**config.mk**
```make
export PLATFORM = sky130hd
export DESIGN_NAME = spawn_picker_flat
export DESIGN_NICKNAME = d
export VERILOG_FILES = /design/src/rtl/spawn_picker_pkg.sv /design/src/rtl/spawn_picker_if.sv /design/src/rtl/spawn_picker_range_reduce.sv /design/src/rtl/spawn_picker.sv /design/src/flat_wrapper.sv
export SDC_FILE = /design/constraint.sdc
export NUM_CORES = 1
export LEC_CHECK = 0
export ABC_AREA = 1
export CAP_MARGIN = 0
export CORE_ASPECT_RATIO = 1.4
export CORE_MARGIN = 5
export CORE_UTILIZATION = 30
export DETAILED_ROUTE_END_ITERATION = 12
export PLACE_DENSITY = 0.49
export SLEW_MARGIN = 15
export SYNTH_ARGS = -nofsm -noshare
export SYNTH_HDL_FRONTEND = slang
export SYNTH_SLANG_ARGS = --single-unit
```
**constraint.sdc**
```tcl
create_clock -name clock -period 1.6 [get_ports clock]
set_clock_uncertainty 0.1 [all_clocks]
set_input_delay 0.32 -clock clock [delete_from_list [all_inputs] [get_ports clock]]
set_output_delay 0.32 -clock clock [all_outputs]
set_load 0.005 [all_outputs]
```
**src/rtl/spawn_picker_pkg.sv**
```systemverilog
// Shared state encoding and screen geometry for the spawn picker.
// Imported by the picker top and its testbench.
package spawn_picker_pkg;

  typedef enum logic [1:0] {
    ST_IDLE   = 2'd0,
    ST_WAIT   = 2'd1,
    ST_REDUCE = 2'd2,
    ST_DONE   = 2'd3
  } state_t;

  localparam int SCREEN_W = 160;
  localparam int SCREEN_H = 120;

  // Gap counter width; a gap of one still needs a 1-bit counter.
  function automatic int cnt_w(input int gap);
    return (gap > 1) ? $clog2(gap) : 1;
  endfunction

endpackage

```
**src/rtl/spawn_picker_if.sv**
```systemverilog
// Request/result handshake between placement logic and spawn picker.
// master: requester (req, ack); slave: picker (busy, valid, x, y).
interface spawn_picker_if #(
  parameter int XW = 8,
  parameter int YW = 7
);
  logic          req;
  logic          ack;
  logic          busy;
  logic          valid;
  logic [XW-1:0] x;
  logic [YW-1:0] y;

  modport master (
    output req, ack,
    input  busy, valid, x, y
  );

  modport slave (
    input  req, ack,
    output busy, valid, x, y
  );
endinterface

```
**src/rtl/spawn_picker_range_reduce.sv**
```systemverilog
// One step of range reduction: flags val < MAX and gives val - MAX
// otherwise. Ports: val in, in_range / nxt out. Purely combinational.
module range_reduce #(
  parameter int W   = 8,
  parameter int MAX = 160
) (
  input  logic [W-1:0] val,
  output logic         in_range,
  output logic [W-1:0] nxt
);

  // One extra bit so MAX == 2^W is representable.
  localparam logic [W:0] LIM = (W+1)'(MAX);

  assign in_range = {1'b0, val} < LIM;
  assign nxt = in_range ? val : val - LIM[W-1:0];

endmodule

```
**src/rtl/spawn_picker.sv**
```systemverilog
// Turns two time-separated LFSR samples into a bounded spawn (x, y).
// Ports: clock, resetn, rnd[12:0] LFSR word, bus (slave handshake).
module spawn_picker
  import spawn_picker_pkg::*;
#(
  parameter int X_MAX = SCREEN_W,
  parameter int Y_MAX = SCREEN_H,
  parameter int XW    = 8,
  parameter int YW    = 7,
  parameter int GAP   = 13
) (
  input  logic        clock,
  input  logic        resetn,
  input  logic [12:0] rnd,
  spawn_picker_if.slave bus
);

  localparam int CW = cnt_w(GAP);
  localparam logic [CW-1:0] CNT_LAST = CW'(GAP - 1);

  state_t        state;
  state_t        state_n;
  logic [CW-1:0] cnt;
  logic [XW-1:0] x_raw;
  logic [XW-1:0] x_nx;
  logic [XW-1:0] x_q;
  logic [YW-1:0] y_raw;
  logic [YW-1:0] y_nx;
  logic [YW-1:0] y_q;
  logic          x_in;
  logic          y_in;
  logic          gap_end;

  range_reduce #(.W(XW), .MAX(X_MAX)) u_rx (
    .val      (x_raw),
    .in_range (x_in),
    .nxt      (x_nx)
  );

  range_reduce #(.W(YW), .MAX(Y_MAX)) u_ry (
    .val      (y_raw),
    .in_range (y_in),
    .nxt      (y_nx)
  );

  assign gap_end = (cnt == CNT_LAST);

  always_comb begin
    state_n = state;
    unique case (state)
      ST_IDLE:   if (bus.req) state_n = ST_WAIT;
      ST_WAIT:   if (gap_end) state_n = ST_REDUCE;
      ST_REDUCE: if (x_in && y_in) state_n = ST_DONE;
      ST_DONE:   if (bus.ack) state_n = ST_IDLE;
      default:   state_n = ST_IDLE;
    endcase
  end

  always_ff @(posedge clock or negedge resetn) begin
    if (!resetn) state <= ST_IDLE;
    else         state <= state_n;
  end

  always_ff @(posedge clock or negedge resetn) begin
    if (!resetn) begin
      cnt   <= '0;
      x_raw <= '0;
      y_raw <= '0;
      x_q   <= '0;
      y_q   <= '0;
    end else begin
      unique case (state)
        ST_IDLE: begin
          if (bus.req) begin
            x_raw <= rnd[XW-1:0];
            cnt   <= '0;
          end
        end
        ST_WAIT: begin
          cnt <= cnt + CW'(1);
          if (gap_end) y_raw <= rnd[YW-1:0];
        end
        ST_REDUCE: begin
          // In-range values pass through unchanged.
          x_raw <= x_nx;
          y_raw <= y_nx;
          if (x_in && y_in) begin
            x_q <= x_raw;
            y_q <= y_raw;
          end
        end
        default: begin
        end
      endcase
    end
  end

  assign bus.busy  = (state != ST_IDLE);
  assign bus.valid = (state == ST_DONE);
  assign bus.x     = x_q;
  assign bus.y     = y_q;

endmodule

```
**src/flat_wrapper.sv**
```systemverilog
// flat-port wrapper written by rule: the top's interface ports become plain ports
module spawn_picker_flat import spawn_picker_pkg::*;
#(
  parameter int X_MAX = SCREEN_W,
  parameter int Y_MAX = SCREEN_H,
  parameter int XW    = 8,
  parameter int YW    = 7,
  parameter int GAP   = 13
)
  (clock, resetn, rnd, bus_req, bus_ack, bus_busy, bus_valid, bus_x, bus_y);
  spawn_picker_if #(.XW(XW), .YW(YW)) bus_i ();
  input  logic clock;
  input  logic resetn;
  input  logic [12:0] rnd;
  input wire logic [$bits(bus_i.req)-1:0] bus_req;
  input wire logic [$bits(bus_i.ack)-1:0] bus_ack;
  output wire logic [$bits(bus_i.busy)-1:0] bus_busy;
  output wire logic [$bits(bus_i.valid)-1:0] bus_valid;
  output wire logic [$bits(bus_i.x)-1:0] bus_x;
  output wire logic [$bits(bus_i.y)-1:0] bus_y;
  assign bus_i.req = bus_req;
  assign bus_i.ack = bus_ack;
  assign bus_busy = bus_i.busy;
  assign bus_valid = bus_i.valid;
  assign bus_x = bus_i.x;
  assign bus_y = bus_i.y;
  spawn_picker #(.X_MAX(X_MAX), .Y_MAX(Y_MAX), .XW(XW), .YW(YW), .GAP(GAP)) u_core (.clock(clock), .resetn(resetn), .rnd(rnd), .bus(bus_i));
endmodule
```
==> impl_metrics.csv <==
group,metric,value,unit
status,status,"completed",
worst_setup_path,cpLargestDelayFamily,"buffers and inverters",
timing,worst-slew-pin-transition,0.260,ns
worst_setup_path,critical_path.n_buffers_inverters,1,
yosys,synth_area_per_cell,8.28,um2
grt,grt-ovfl-total,0,
timing,max-slew-margin-rel,82.7,%
cts,clock-root-buffer,"sky130_fd_sc_hd__clkbuf_8",
grt,grt_use_total,11.2,%
pwr,power.density,1960,mW/mm2
cts,clkTransAtPathRegs,0.08,ns
layout,flow.area_growth_from_synthesis,34.8,%
yosys,synth.yosys.seq_area_share,48.1,%
detailed_routing,detailroute.via_count,1584,
yosys,synth.largest_area_cell,"sky130_fd_sc_hd__dfrtp_1",
yosys,synth.top_cells.by_area,"sky130_fd_sc_hd__dfrtp_1 (48%), sky130_fd_sc_hd__nand2_1 (18%), sky130_fd_sc_hd__o21ai_0 (7.0%)",
cts,clock_sinks,36,
worst_setup_path,critPathArrivalTime,1.14,ns
cts,clock_insertion_delay_worst_skew,0.29,ns
layout,finalNetCount,300,
cts,tritoncts,"done",
detailed_routing,number_of_detailed_routing_iterations_run_before_antenna_repair,4,
worst_setup_path,critPathSlowestCell,"sky130_fd_sc_hd__clkdlybuf4s50_1",
layout,nFillCells,643,
layout,num_antenna_cells,0,
worst_setup_path,critPathMaxStageDelay,0.50,ns
timing,setup_viol_count_final,0,
worst_setup_path,critical_path_peak_fanout,2,
yosys,netlist-cell-type-count,22,
min_path,hold_path.class,"in -> async",
detailed_routing,postRouteAntennaNets,0,
timing,period_share,97.8,%
pwr,cellLeakagePower,0.00132,uW
timing,worst_slack,0.0355,ns
worst_setup_path,r2r-end,"u_core.y_raw[5]$_DFFE_PN0P_",
yosys,syn_area,0.00187,mm2
yosys,synth_top_area_share,48.1,%
detailed_routing,average_wire_per_cell_in_the_routed_design,12.1,um
placed_design,numPortBuffers,28,
yosys,ffs_latches_synth,36,
detailed_routing,avgViaCountPerCell,4.55,
yosys,mappedNetlistNets,251,
worst_setup_path,worst_setup_path_endpoint,"bus_y[0]",
timing,rsz0062_at_grt,"yes",
floorplanning,core_region_area,0.00617,mm2
job,max-cap-violations,0,
worst_setup_path,r2r_slack,0.11,ns
placed_design,hpwlAfterDp,3140,um
timing,minimum_clock_period_after_layout,1.56,ns
placed_design,setup_slack_placement,-0.0337,ns
timing,hold-worst-slack,0.295,ns
floorplanning,die_h,103,um
detailed_routing,detailedRoute.firstIterationViolations,70,
placed_design,post-place-cells,337,
grt,wire_length_of_the_first_global_routing_pass,7070,um
layout,layout.cells.non_filler,348,
worst_setup_path,timing.critical_path.depth,1,
worst_setup_path,path_cells,"clkdlybuf4s50_1",
cts,cts.hold.buffers_added,0,
timing,maxClockFrequency,639,MHz
detailed_routing,drc,0,
worst_setup_path,r2r_start,"u_core.state[0]$_DFFE_PN0P_",
floorplanning,floorplan.initialDensity,30.3,%
cts,numCtsBuffers,5,
floorplanning,dieArea,0.00794,mm2
yosys,syn_inst,226,
floorplanning,rows,34,
cts,cts-htree-levels,2,
worst_setup_path,r2r_cells,8,
worst_setup_path,crit_type,"reg -> out",
worst_setup_path,critical_path_required,1.18,ns
yosys,yosys_warnings,0,
floorplanning,i_o_pin_total,34,
placed_design,place.gp.congestion,0.799,
pwr,vdd_ir_drop_max,0.000746,V
layout,layout_cells_sized_above_1,19.6,%
detailed_routing,route.final.wire_length,4230,um
grt,maximum_number_of_pins_on_one_net_before_global_route_repair,37,
grt,first_global_vias,1539,
floorplanning,die_width,76.8,um
worst_setup_path,cp-end-kind,"primary output",
timing,number_of_pins_exceeding_their_max_slew_limit_in_the_final_report,0,
worst_setup_path,cp-start-kind,"flip-flop",
grt,antenna_found_initial,0,
worst_setup_path,worstSetupStartpoint,"u_core.bus.y[0]$_DFFE_PN0P_",
cts,buffers_from_clock_root_to_sink_at_most,2,
timing,finalHoldViolCount,0,
[registers in the layout, summed over array words and instances (netlist names)]
name	flops
u_core.bus.x	8
u_core.x_raw	8
u_core.bus.y	7
u_core.y_raw	7
u_core.cnt	4
u_core.state	2
[per-layer routing]
layer  track usage, %  wire [um]  share of wire (%)
met5                0          0                  0
met4             5.25         82                1.9
met3             2.69        177                4.2
met2             20.0       2140                 51
met1             12.5       1830                 43
[logic make-up after synthesis]
group / after synthesis / share of synthesized area (%)
buffers and inverters: 29 / 8.36
and+or+nand+nor: 122 / 29.7
DFF: 36 / 48.1
adders and majority gates: 8 / 5.35
AOI/OAI and AO/OA: 31 / 8.49
[how the worst min path moves through the flow]
| stage | startpoint | endpoint | slack (ns) | depth (start not counted) |
|---|---|---|---|---|
| finish | resetn | u_core.bus.y[5]$_DFFE_PN0P_ | 0.30 | 2 |
| global route | resetn | u_core.bus.y[4]$_DFFE_PN0P_ | 0.31 | 2 |
| CTS | resetn | u_core.x_raw[6]$_DFFE_PN0P_ | 0.30 | 2 |
| detailed placement | u_core.x_raw[3]$_DFFE_PN0P_ | u_core.x_raw[3]$_DFFE_PN0P_ | 0.36 | 2 |
| global placement | u_core.x_raw[0]$_DFFE_PN0P_ | u_core.x_raw[0]$_DFFE_PN0P_ | 0.35 | 2 |
| floorplan | resetn | u_core.bus.x[0]$_DFFE_PN0P_ | -0.08 | 0 |
[metrics by stage]
step                      TNS [ns]  util, %  cell area (um2)  power, uW
final                            0     40.9             2520       4960
after global routing       -0.0338     40.9             2520       5430
after CTS                        0     40.0             2460       4920
after detailed placement   -0.0694     37.8             2330       4050
after global placement     -0.0535     37.8             2330       4010
after floorplan                  0        -             1870       3060
[cell usage in the layout, fill, tap and decap left out, drive strengths merged]
| cell type | netlist | final |
|---|---|---|
| nand2 | 94 | 94 |
| dfrtp | 36 | 36 |
| o21ai | 28 | 28 |
| buf | 7 | 23 |
| clkdlybuf4s50 | 0 | 21 |
| inv | 21 | 21 |
| nand3 | 16 | 16 |
| nand4 | 8 | 8 |
| ha | 8 | 8 |
| clkbuf | 1 | 5 |
| dlymetal6s2s | 0 | 5 |
| nor2 | 3 | 4 |
| a21oi | 3 | 3 |
| nor3 | 1 | 1 |
| clkinvlp | 0 | 1 |
| clkinv | 0 | 1 |
| bufinv | 0 | 1 |
[power by group]
| part | leakage (uW) | switching [uW] | internal, uW |
|---|---|---|---|
| clock | 0.0000541 | 346 | 461 |
| combinational | 0.000829 | 1390 | 1210 |
| sequential | 0.000441 | 255 | 1300 |
[what timing repair did]
item | CTS | global route
setup endpoints to repair | 2 | 37
pin swaps | 0 | 4
resized for setup | 14 | 14
buffers inserted | 1 | 1
cloned | 0 | 1
[cells in the mapped netlist (all sizes together)]
cell,number
ha,8
nand2,94
inv,21
dfrtp,36
nor3,1
o21ai,28
a21oi,3
nor2,3
nand3,16
clkbuf,1
buf,7
nand4,8
[layout make-up]
class	instances	area, um2	area share (%)
Clock buffer	5	68.8	2.73
Sequential cell	36	901	35.7
Clock inverter	3	42.5	1.69
Inverter	21	83.8	3.32
Timing Repair Buffer	49	479	19.0
Tap cell	72	90.1	3.57
Multi-Input combinational cell	162	858	34.0
Note: power is estimated with default switching activity, not from simulation.
